## src/rtl/pipe_stage_elastic.sv

```systemverilog
// Elastic inter-stage pipeline register: valid/ready handshake, optional
// two-entry skid buffer, internal flush/bubble handling and saturating
// stall/kill counters for the performance monitor.
module pipe_stage_elastic #(
    parameter int unsigned DATA_W       = 32,
    parameter int unsigned CTRL_W       = 16,
    parameter int unsigned SKID         = 1,
    parameter int unsigned ZERO_ON_KILL = 1
) (
    input  logic              clk,
    input  logic              rst_n,
    input  logic              flush,
    input  logic              in_valid,
    output logic              in_ready,
    input  logic [CTRL_W-1:0] in_ctrl,
    input  logic [DATA_W-1:0] in_data,
    output logic              out_valid,
    input  logic              out_ready,
    output logic [CTRL_W-1:0] out_ctrl,
    output logic [DATA_W-1:0] out_data,
    output logic [1:0]        occupancy,
    input  logic              cnt_clr,
    output logic [15:0]       stall_cnt,
    output logic [15:0]       kill_cnt
);

    localparam int unsigned CNT_W = 16;

    logic              m_valid, m_valid_n;
    logic [CTRL_W-1:0] m_ctrl,  m_ctrl_n;
    logic [DATA_W-1:0] m_data,  m_data_n;
    logic              s_valid, s_valid_n;
    logic [CTRL_W-1:0] s_ctrl,  s_ctrl_n;
    logic [DATA_W-1:0] s_data,  s_data_n;
    logic              push, pop;
    logic              stall_inc, kill_inc;

    // Handshake: skid variant only needs S free; single-entry variant lets a pop make room
    always_comb begin
        if (SKID != 0) begin
            in_ready = !s_valid && !flush;
        end else begin
            in_ready = (!m_valid || out_ready) && !flush;
        end
        push = in_valid && in_ready;
        pop  = m_valid && out_ready && !flush;
    end

    assign out_valid = m_valid;
    assign out_ctrl  = m_valid ? m_ctrl : '0;
    assign out_data  = m_data;
    assign occupancy = {1'b0, m_valid} + {1'b0, s_valid};

    // Next-state for main and skid entries; flush overrides any push or pop
    always_comb begin
        m_valid_n = m_valid;
        m_ctrl_n  = m_ctrl;
        m_data_n  = m_data;
        s_valid_n = s_valid;
        s_ctrl_n  = s_ctrl;
        s_data_n  = s_data;
        if (flush) begin
            m_valid_n = 1'b0;
            s_valid_n = 1'b0;
            if (ZERO_ON_KILL != 0) begin
                m_ctrl_n = '0;
                m_data_n = '0;
                s_ctrl_n = '0;
                s_data_n = '0;
            end
        end else if (pop) begin
            if (s_valid) begin
                m_ctrl_n  = s_ctrl;
                m_data_n  = s_data;
                s_valid_n = 1'b0;
                if (ZERO_ON_KILL != 0) begin
                    s_ctrl_n = '0;
                    s_data_n = '0;
                end
            end else if (push) begin
                m_ctrl_n = in_ctrl;
                m_data_n = in_data;
            end else begin
                m_valid_n = 1'b0;
                if (ZERO_ON_KILL != 0) begin
                    m_ctrl_n = '0;
                    m_data_n = '0;
                end
            end
        end else if (push) begin
            if (!m_valid) begin
                m_valid_n = 1'b1;
                m_ctrl_n  = in_ctrl;
                m_data_n  = in_data;
            end else if (SKID != 0) begin
                s_valid_n = 1'b1;
                s_ctrl_n  = in_ctrl;
                s_data_n  = in_data;
            end
        end
    end

    // Entry storage
    always_ff @(posedge clk or negedge rst_n) begin
        if (!rst_n) begin
            m_valid <= 1'b0;
            m_ctrl  <= '0;
            m_data  <= '0;
            s_valid <= 1'b0;
            s_ctrl  <= '0;
            s_data  <= '0;
        end else begin
            m_valid <= m_valid_n;
            m_ctrl  <= m_ctrl_n;
            m_data  <= m_data_n;
            s_valid <= s_valid_n;
            s_ctrl  <= s_ctrl_n;
            s_data  <= s_data_n;
        end
    end

    assign stall_inc = m_valid && !out_ready;
    assign kill_inc  = flush && (m_valid || s_valid);

    // Saturating performance counters; clear beats increment
    always_ff @(posedge clk or negedge rst_n) begin
        if (!rst_n) begin
            stall_cnt <= '0;
            kill_cnt  <= '0;
        end else if (cnt_clr) begin
            stall_cnt <= '0;
            kill_cnt  <= '0;
        end else begin
            if (stall_inc && (stall_cnt != {CNT_W{1'b1}})) begin
                stall_cnt <= stall_cnt + CNT_W'(1);
            end
            if (kill_inc && (kill_cnt != {CNT_W{1'b1}})) begin
                kill_cnt <= kill_cnt + CNT_W'(1);
            end
        end
    end

endmodule

```

## config.mk

```make
export PLATFORM = sky130hd
export DESIGN_NAME = pipe_stage_elastic
export DESIGN_NICKNAME = d
export VERILOG_FILES = /design/src/rtl/pipe_stage_elastic.sv
export SDC_FILE = /design/constraint.sdc
export NUM_CORES = 1
export LEC_CHECK = 0
export BUFFER_PORTS_ARGS = -buffer_cell sky130_fd_sc_hd__buf_2
export CORE_ASPECT_RATIO = 2
export CORE_MARGIN = 5
export CORE_UTILIZATION = 59
export CTS_BUF_LIST = sky130_fd_sc_hd__clkbuf_4 sky130_fd_sc_hd__clkbuf_8 sky130_fd_sc_hd__clkbuf_16
export DETAILED_ROUTE_END_ITERATION = 8
export HOLD_SLACK_MARGIN = 0.02
export PLACE_DENSITY = 0.84
export SYNTH_ARGS = -nofsm -noshare
export SYNTH_HDL_FRONTEND = slang
export SYNTH_SLANG_ARGS = --single-unit
```

## constraint.sdc

```tcl
create_clock -name clk -period 4.22 [get_ports clk]
set_input_delay 0.211 -clock clk [delete_from_list [all_inputs] [get_ports clk]]
set_output_delay 0.211 -clock clk [all_outputs]
set_load 0.02 [all_outputs]
```

* Yosys cells after proc, flatten, opt, wreduce, memory -nomap -nowiden
Cells that the tools add are included.
Word-level totals: register bits 130, bits in latches 0, memory bits (writable) 0, memory bits (read-only) 0, input port bits 54, output and inout bits 84, word-level logic and storage cells 73, memories 0
Cells by class: $add $sub $neg 3, multipliers 0, div/mod/pow operators 0, order comparisons 0, equality and inequality tests 6, shift-type cells 0, muxes and demuxes 36, bitwise operators 0, reduce and logical (&&, ||, !) cells 20
Operators with widths (count):
- 2-to-1 mux 32 bit | 11
- 2-to-1 mux 16 bit | 16
- adder 16 x 1 -> 16 bit, second input constant | 2
- != test 16 bit, second input constant | 2
- 2-to-1 mux 1 bit | 9
- != test 3 bit, second input constant | 3
- logical AND 1 bit | 8
- AND reduction 3 bit | 2
- nonzero test 3 bit | 2
- AND reduction 2 bit | 2
- nonzero test 2 bit | 2
- zero test 1 bit | 3
- != test 3 x 2 -> 1 bit, second input constant | 1
- adder 1 x 1 -> 2 bit | 1
- logical OR 1 bit | 1

* Depth between registers and ports, before layout
Gate-level depths: netlist of the first run.
depth in word-level cells 7, gate-level depth with buffers 7, gate-level depth less buffers 6

* Least setup slack after synthesis of the first run
No wires, ideal clock.
path type reg2reg, from register m_valid (netlist: out_valid), to register kill_cnt[13], library setup time 0.128 ns, arrival 2.020 ns, required time 4.092 ns, path slack 2.072 ns, stages on the path, launching flop included 8, buffers on the path 1, period minus slack after synthesis 2.148 ns, path through dfrtp_1 -> clkbuf_1 -> inv_1 -> ha_1 -> and2b_1 -> nand3_2 -> nor4_1 -> mux2_1
Between the ends: word-level cells in the longest chain between the ends 4
RTL lines:
- from (decl) | RTL line 29 | logic m_valid, m_valid_n;
- from (signal assigned) | RTL line 113 | m_valid <= m_valid_n;
- logical OR 1 bit | RTL line 123 | assign kill_inc = flush && (m_valid || s_valid);
- logical AND 1 bit | RTL line 123
- logical AND 1 bit | RTL line 137 | if (kill_inc && (kill_cnt != {CNT_W{1'b1}})) begin
- nonzero test 2 bit (no line)
- to (signal assigned) | RTL line 138 | kill_cnt <= kill_cnt + CNT_W'(1);
- to (decl) | RTL line 24 | output logic [15:0] kill_cnt
Every way passes these cells. A chain may end at the register's enable or synchronous reset.

* Worst setup path after layout of the first run
Ends and elaborated chain as after synthesis.

==> results of run 1 <==
## how the worst min path moves through the flow
stage,slack [ns],endpoint,cells past startpoint,start
after floorplan,-0.08,kill_cnt[0],0,rst_n
after global placement,0.32,stall_cnt[11],1,rst_n
after detailed placement,0.34,stall_cnt[8],1,rst_n
after CTS,0.04,s_data[6],3,in_data[6]
after global routing,0.06,s_ctrl[15],3,in_ctrl[15]
final,0.05,s_data[6],3,in_data[6]
## worst min-delay path, cell delays in order
cell	delay, ns
buf_2	0.10
nand2_1	0.05
mux2i_1	0.05
## metrics by stage
stage | worst slack, ns | total power [W] | instance area, µm² | cells
floorplan | 2.07 | 0.00165 | 6520 | 659
global placement | 1.79 | 0.00178 | 7240 | 901
detailed placement | 1.61 | 0.00181 | 7240 | 901
CTS | 1.62 | 0.00338 | 7890 | 934
global route | 1.35 | 0.00350 | 7890 | 934
finish | 1.58 | 0.00336 | 7890 | 934
## cell type report
type	count	share of cell area [%]
Clock buffer	22	6.11
Clock inverter	10	1.97
Inverter	53	2.52
Multi-Input combinational cell	433	36.3
Sequential cell	130	41.2
Tap cell	140	2.22
Timing Repair Buffer	146	9.61
## report_power, final
part	total (W)	switching [W]	internal, W
combinational	0.000386	0.000248	0.000138
sequential	0.00140	0.0000632	0.00134
clock	0.00157	0.000527	0.00105
## flip-flops by register name (all words and copies together), names as in the netlist
signal and flops:
stall_cnt 16, s_valid 1, kill_cnt 16, out_valid 1, out_data 32, s_data 32
s_ctrl 16, m_ctrl 16
## metal layers
| layer | global-route usage [%] | wire length, µm | share of wire [%] |
|---|---|---|---|
| met5 | 0 | 0 | 0 |
| met4 | 11.1 | 471 | 2.7 |
| met3 | 5.29 | 913 | 5.3 |
| met2 | 48.3 | 9580 | 56 |
| met1 | 28.9 | 6220 | 36 |
## cell families after synthesis
kind of cell	Yosys count
AOI/OAI and AO/OA	150
adders and majority gates	4
and+or+nand+nor	216
muxes	63
buffers and inverters	96
DFF	130
## timing repair
item | CTS | global route
hold buffers | 1 | 0
setup endpoints to repair | 0 | 0
endpoints found under the hold margin | 56 | 0
setup buffers | 0 | 0
## cells in the final DEF (no fill, tap or decap), types with 4 or more instances in the layout
cell and n:
buf_4 9, nand3_1 7, or4_1 7, nand2_1 114, a22oi_1 28, o31ai_1 6
ha_1 4, bufinv_16 4, clkinv_2 4, buf_2 136, nor2_1 18, a22oi_2 20
o21ai_1 33, mux2_1 10, or3_1 6, nand4_1 8, mux2i_1 50, and2_1 17
dfrtp_1 130, o21ai_0 22, inv_1 53, nor2b_1 15, a21oi_1 24, clkbuf_16 17
==> qor.csv, run 1 <==
stage,metric,value,unit
outcome,outcome,"finished, final reports clean",
setup_path,Levels on crit path,6,
layout,area occupied by multi-input gates,0.00287,mm²
synthesis,Synth Area in Compound Gates,16.2,%
synthesis,ys async rst share,100,%
timing,Finish-stage setup viols,0,
setup_path,"Arr. time, crit path",2.92,ns
timing,clk_skew,0.0121,ns
timing,TNS Setup,0,ns
min_path,HP Class,in -> reg,
synthesis,Synth top cells by count,"dfrtp_1 (130), nand2_1 (114), inv_1 (53)",
layout,number of fill cells,787,
synthesis,share of the synthesized area in the top cell type,49.9,%
global_routing,gr ovfl total,0,
global_routing,Total GRT Usage,26.3,%
power_and_ir_drop,Power per Cell Area,426,mW/mm²
synthesis,syn_nets,717,
die,die height,159,µm
power_and_ir_drop,P_leak,3.97,nW
routing,WL/cell,18.4,µm
setup_path,worst setup path start,out_valid,
cts,CTS tree,done,
setup_path,cell family with most CP delay,flip-flops,
setup_path,Critical Path RT,4.50,ns
synthesis,"Top FF cell, synth",dfrtp_1,
global_routing,vias in the first global route,5962,
routing,Antenna Violating Nets Remaining,0,
setup_path,worst r2r src,out_valid,
synthesis,Syn Area/Cell,9.90,µm²
routing,DR iter-0 viols,345,
setup_path,Worst setup SP type,flop,
setup_path,slowest CP cell,dfrtp_1,
cts,cts repair resizes,0,
setup_path,crit path buf inv count,1,
setup_path,crit path max fanout,26,
cts,Clock Latency Late Sink,0.41,ns
setup_path,CP max stage delay,0.92,ns
layout,"Area growth, synth to finish",20.9,%
global_routing,initial antenna violation count,0,
synthesis,Adder-Cell Fraction of Synth Area,0.767,%
synthesis,XOR/XNOR Fraction of Synth Area,0,%
cts,"Reg clk slew, reported paths",0.06,ns
cts,CTS Buf Count,17,
placed_design,Final Wtd Congestion,0.836,
synthesis,sequential area share after synthesis,49.9,%
routing,vias post-DR,5539,
setup_path,chain of cells forming the critical path,inv_1 > ha_1 > and2b_1 > nand3_2 > nor4_1 > mux2_1,
global_routing,first-pass GRT wire length,28800,µm
synthesis,number of synthesized flops with an enable pin,0,
timing,max_slew headroom,34.1,%
setup_path,Crit Path Class,reg -> reg,
die,core box area,0.0109,mm²
synthesis,synthesized instance count,659,
timing,top achievable clock speed,378,MHz
routing,Detailed Route WL,17200,µm
cts,Clock Path Buffers,2,
synthesis,most frequent cell after synthesis,dfrtp_1,
die,row count,54,
layout,Nets,839,
routing,via/cell ratio,5.93,
cts,Max H-tree Level,4,
timing,Final Cycle Share,62.6,%
timing,Period minus WS final,2.64,ns
die,I/O Pins,138,
cts,clock sink count,130,
synthesis,synthesized cell area,0.00652,mm²
setup_path,flop2flop setup slack,1.58,ns
routing,Detailed Routing Iterations Pass 1,4,
setup_path,CP Capture Type,flop,
layout,diode count,0,
placed_design,I/O Buffers,137,
setup_path,RR Endpoint,kill_cnt[13],
die,die area,0.0134,mm²
routing,Remaining DRCs,0,
placed_design,dpl hpwl,11500,µm
layout,share of cells above drive strength 1,27.3,%
job,max-cap violation count,0,
timing,RSZ-0062 raised after global routing,false,
die,Starting Density,60.0,%
timing,hold slack,0.0499,ns
layout,final core utilization,72.5,%
synthesis,dominant cell type by area after synthesis,dfrtp_1,
synthesis,largest family of logic cells by synthesized area,simple AND/OR/NAND/NOR gates,
global_routing,largest net degree at the start of global routing,59,
synthesis,Yosys cell types,54,
synthesis,synth top area cells,"dfrtp_1 (50%), mux2i_1 (7.7%), nand2_1 (6.6%)",
synthesis,Yosys warnings,0,
timing,count of pins over their slew limit,0,
timing,worst-margin pin slew,0.988,ns
synthesis,Seq cells post-synth,130,
timing,final hold violations,0,
synthesis,mux share of post-synthesis cell area,9.92,%
die,Die Wd,84.4,µm
cts,clk root buf,clkbuf_16,
synthesis,Synth Area in Simple Gates,16.6,%
setup_path,crit path capture,kill_cnt[13],
power_and_ir_drop,VDD IR max,0.298,mV
layout,register area,0.00325,mm²
setup_path,FF-to-FF path depth,6,
Note: power is estimated with default switching activity, not from simulation.
==> run 2: changes to the inputs <==
--- a/config.mk
+++ b/config.mk
@@ -8,11 +8,11 @@
 export BUFFER_PORTS_ARGS = -buffer_cell sky130_fd_sc_hd__buf_2
 export CORE_ASPECT_RATIO = 2
 export CORE_MARGIN = 5
-export CORE_UTILIZATION = 59
+export CORE_UTILIZATION = 55
 export CTS_BUF_LIST = sky130_fd_sc_hd__clkbuf_4 sky130_fd_sc_hd__clkbuf_8 sky130_fd_sc_hd__clkbuf_16
 export DETAILED_ROUTE_END_ITERATION = 8
 export HOLD_SLACK_MARGIN = 0.02
-export PLACE_DENSITY = 0.84
+export PLACE_DENSITY = 0.79
 export SYNTH_ARGS = -nofsm -noshare
 export SYNTH_HDL_FRONTEND = slang
 export SYNTH_SLANG_ARGS = --single-unit
==> constraint.sdc (replaced) <==
create_clock -name clk -period 2.75 [get_ports clk]
set_input_delay 0.1375 -clock clk [delete_from_list [all_inputs] [get_ports clk]]
set_output_delay 0.1375 -clock clk [all_outputs]
set_load 0.02 [all_outputs]
==> qor.csv, run 2 (same netlist as run 1, synthesis figures left out) <==
stage,metric,value,unit
routing,via/cell ratio,5.64,
global_routing,initial antenna violation count,0,
timing,Period minus WS final,2.23,ns
routing,Detailed Route WL,17400,µm
die,die height,164,µm
setup_path,Worst setup SP type,flop,
global_routing,vias in the first global route,5959,
timing,max_slew headroom,35.0,%
setup_path,FF-to-FF path depth,5,
cts,Clock Path Buffers,2,
timing,Final Cycle Share,81.2,%
cts,CTS Buf Count,17,
power_and_ir_drop,VDD IR max,0.530,mV
global_routing,gr ovfl total,0,
setup_path,crit path max fanout,26,
setup_path,"Arr. time, crit path",2.48,ns
setup_path,CP Capture Type,flop,
routing,Detailed Routing Iterations Pass 1,4,
min_path,hold path startpoint,in_valid,
global_routing,GRT busiest layer,met2,
power_and_ir_drop,sequential cell fraction of total power,42.7,%
job,max-cap violation count,0,
setup_path,slowest CP cell,or3b_2,
cts,Max H-tree Level,4,
power_and_ir_drop,P_int,0.00370,W
timing,count of pins over their slew limit,0,
global_routing,grt met2 use,46.4,%
power_and_ir_drop,P_leak,4.17,nW
min_path,HP Class,in -> reg,
routing,vias post-DR,5588,
placed_design,I/O Buffers,137,
power_and_ir_drop,clock share of power,44.3,%
power_and_ir_drop,combinational group share of total power,13.0,%
routing,Remaining DRCs,0,
timing,worst-margin pin slew,0.975,ns
cts,cts repair resizes,0,
cts,clock sink count,130,
setup_path,worst setup path start,out_valid,
setup_path,Critical Path RT,3.00,ns
layout,number of fill cells,869,
timing,final hold violations,0,
routing,WL/cell,17.5,µm
timing,RSZ-0062 raised after global routing,false,
setup_path,RR Endpoint,out_data[3],
power_and_ir_drop,Psw,0.00133,W
timing,TNS Setup,0,ns
setup_path,crit path buf inv count,1,
routing,Antenna Violating Nets Remaining,0,
global_routing,grt met3 use,6.58,%
cts,Clock Latency Late Sink,0.41,ns
die,Starting Density,55.8,%
setup_path,worst r2r src,out_valid,
power_and_ir_drop,Power per Cell Area,601,mW/mm²
setup_path,CP max stage delay,0.77,ns
layout,"commonest non-fill, non-tap cell in the layout",buf_2,
setup_path,flop2flop setup slack,0.52,ns
min_path,hold path endpoint,s_valid,
placed_design,dpl hpwl,11300,µm
setup_path,Crit Path Class,reg -> reg,
die,core box area,0.0117,mm²
cts,"Reg clk slew, reported paths",0.06,ns
layout,diode count,0,
die,die area,0.0143,mm²
layout,"Area growth, synth to finish",28.4,%
timing,clk_skew,0.00953,ns
die,Die Wd,87.0,µm
min_path,WHS Path Cells,3,
layout,share of cells above drive strength 1,26.0,%
cts,CTS tree,done,
setup_path,chain of cells forming the critical path,nand2_1 > or3b_2 > buf_12 > a22oi_1 > o21ai_1,
die,row count,56,
layout,"commonest cells after routing, fill and taps aside","buf_2 (136), dfrtp_1 (130), nand2_1 (114), inv_1 (53), mux2i_1 (50)",
layout,Final Cell Area,0.00837,mm²
placed_design,Final Wtd Congestion,0.857,
die,I/O Pins,138,
outcome,outcome,"finished, final reports clean",
placed_design,dpl cell area,0.00729,mm²
layout,Nets,890,
timing,top achievable clock speed,448,MHz
cts,clk root buf,clkbuf_16,
setup_path,cell family with most CP delay,simple AND/OR/NAND/NOR gates,
routing,DR iter-0 viols,271,
global_routing,Total GRT Usage,25.7,%
power_and_ir_drop,Sw Ratio,26.5,%
global_routing,first-pass GRT wire length,28800,µm
global_routing,GR Layer Usage met1,28.5,%
global_routing,largest net degree at the start of global routing,57,
timing,Finish-stage setup viols,0,
run 2: routing by layer:
| layer | wire, µm | part of all wire (%) | vias to the layer above |
|---|---|---|---|
| met3 | 896 | 5.2 | 26 |
| met2 | 9610 | 55 | 179 |
| met4 | 353 | 2.0 | 0 |
| met1 | 6500 | 37 | 2764 |
| li1 | - | - | 2619 |
| met5 | 0 | 0 | - |
run 2: worst max path at each step:
stage	endpoint	cells past startpoint	slack, ns
2_1_floorplan	kill_cnt[13]	7	0.60
3_3_place_gp	out_data[6]	5	0.63
3_5_place_dp	out_data[5]	5	0.52
4_1_cts	out_data[5]	5	0.53
5_1_grt	kill_cnt[15]	6	0.31
6_report	out_data[3]	5	0.52
run 2: per-stage QoR:
stage               hold slack (ns)  utilization [%]  worst slack, ns  instances  power, W
global placement              0.238             62.3            0.634        909   0.00274
finish                       0.0337             71.6            0.518        990   0.00503
detailed placement            0.245             62.3            0.515        909   0.00277
global route                 0.0301             71.6            0.312        990   0.00523
CTS                          0.0204             71.6            0.528        990   0.00506
floorplan                    -0.158                -            0.602        659   0.00252
run 2: worst reg2reg max path, stage by stage, from the launching register on:
cell     delay [ns]
dfrtp_1        0.57
nand2_1        0.17
or3b_2         0.77
buf_12         0.29
a22oi_1        0.19
o21ai_1        0.09
run 2: layout make-up:
class                           count  area, µm²  area share [%]
Inverter                           53        199            2.38
Tap cell                          145        181            2.17
Clock buffer                       19        453            5.41
Sequential cell                   130       3250            38.8
Timing Repair Buffer              197       1290            15.4
Clock inverter                     13        136            1.63
Multi-Input combinational cell    433       2870            34.2
run 2: power by group through the flow:
stage	registers (W)	logic (W)	clock network [W]
CTS	0.00215	0.000654	0.00226
global route	0.00216	0.000719	0.00234
global placement	0.00217	0.000574	0
finish	0.00215	0.000652	0.00223
detailed placement	0.00218	0.000598	0
floorplan	0.00221	0.000310	0
run 2: repair_timing:
action / in CTS / in global routing
buffers inserted: 0 / 0
hold buffers: 49 / 0
hold endpoints to repair: 113 / 0
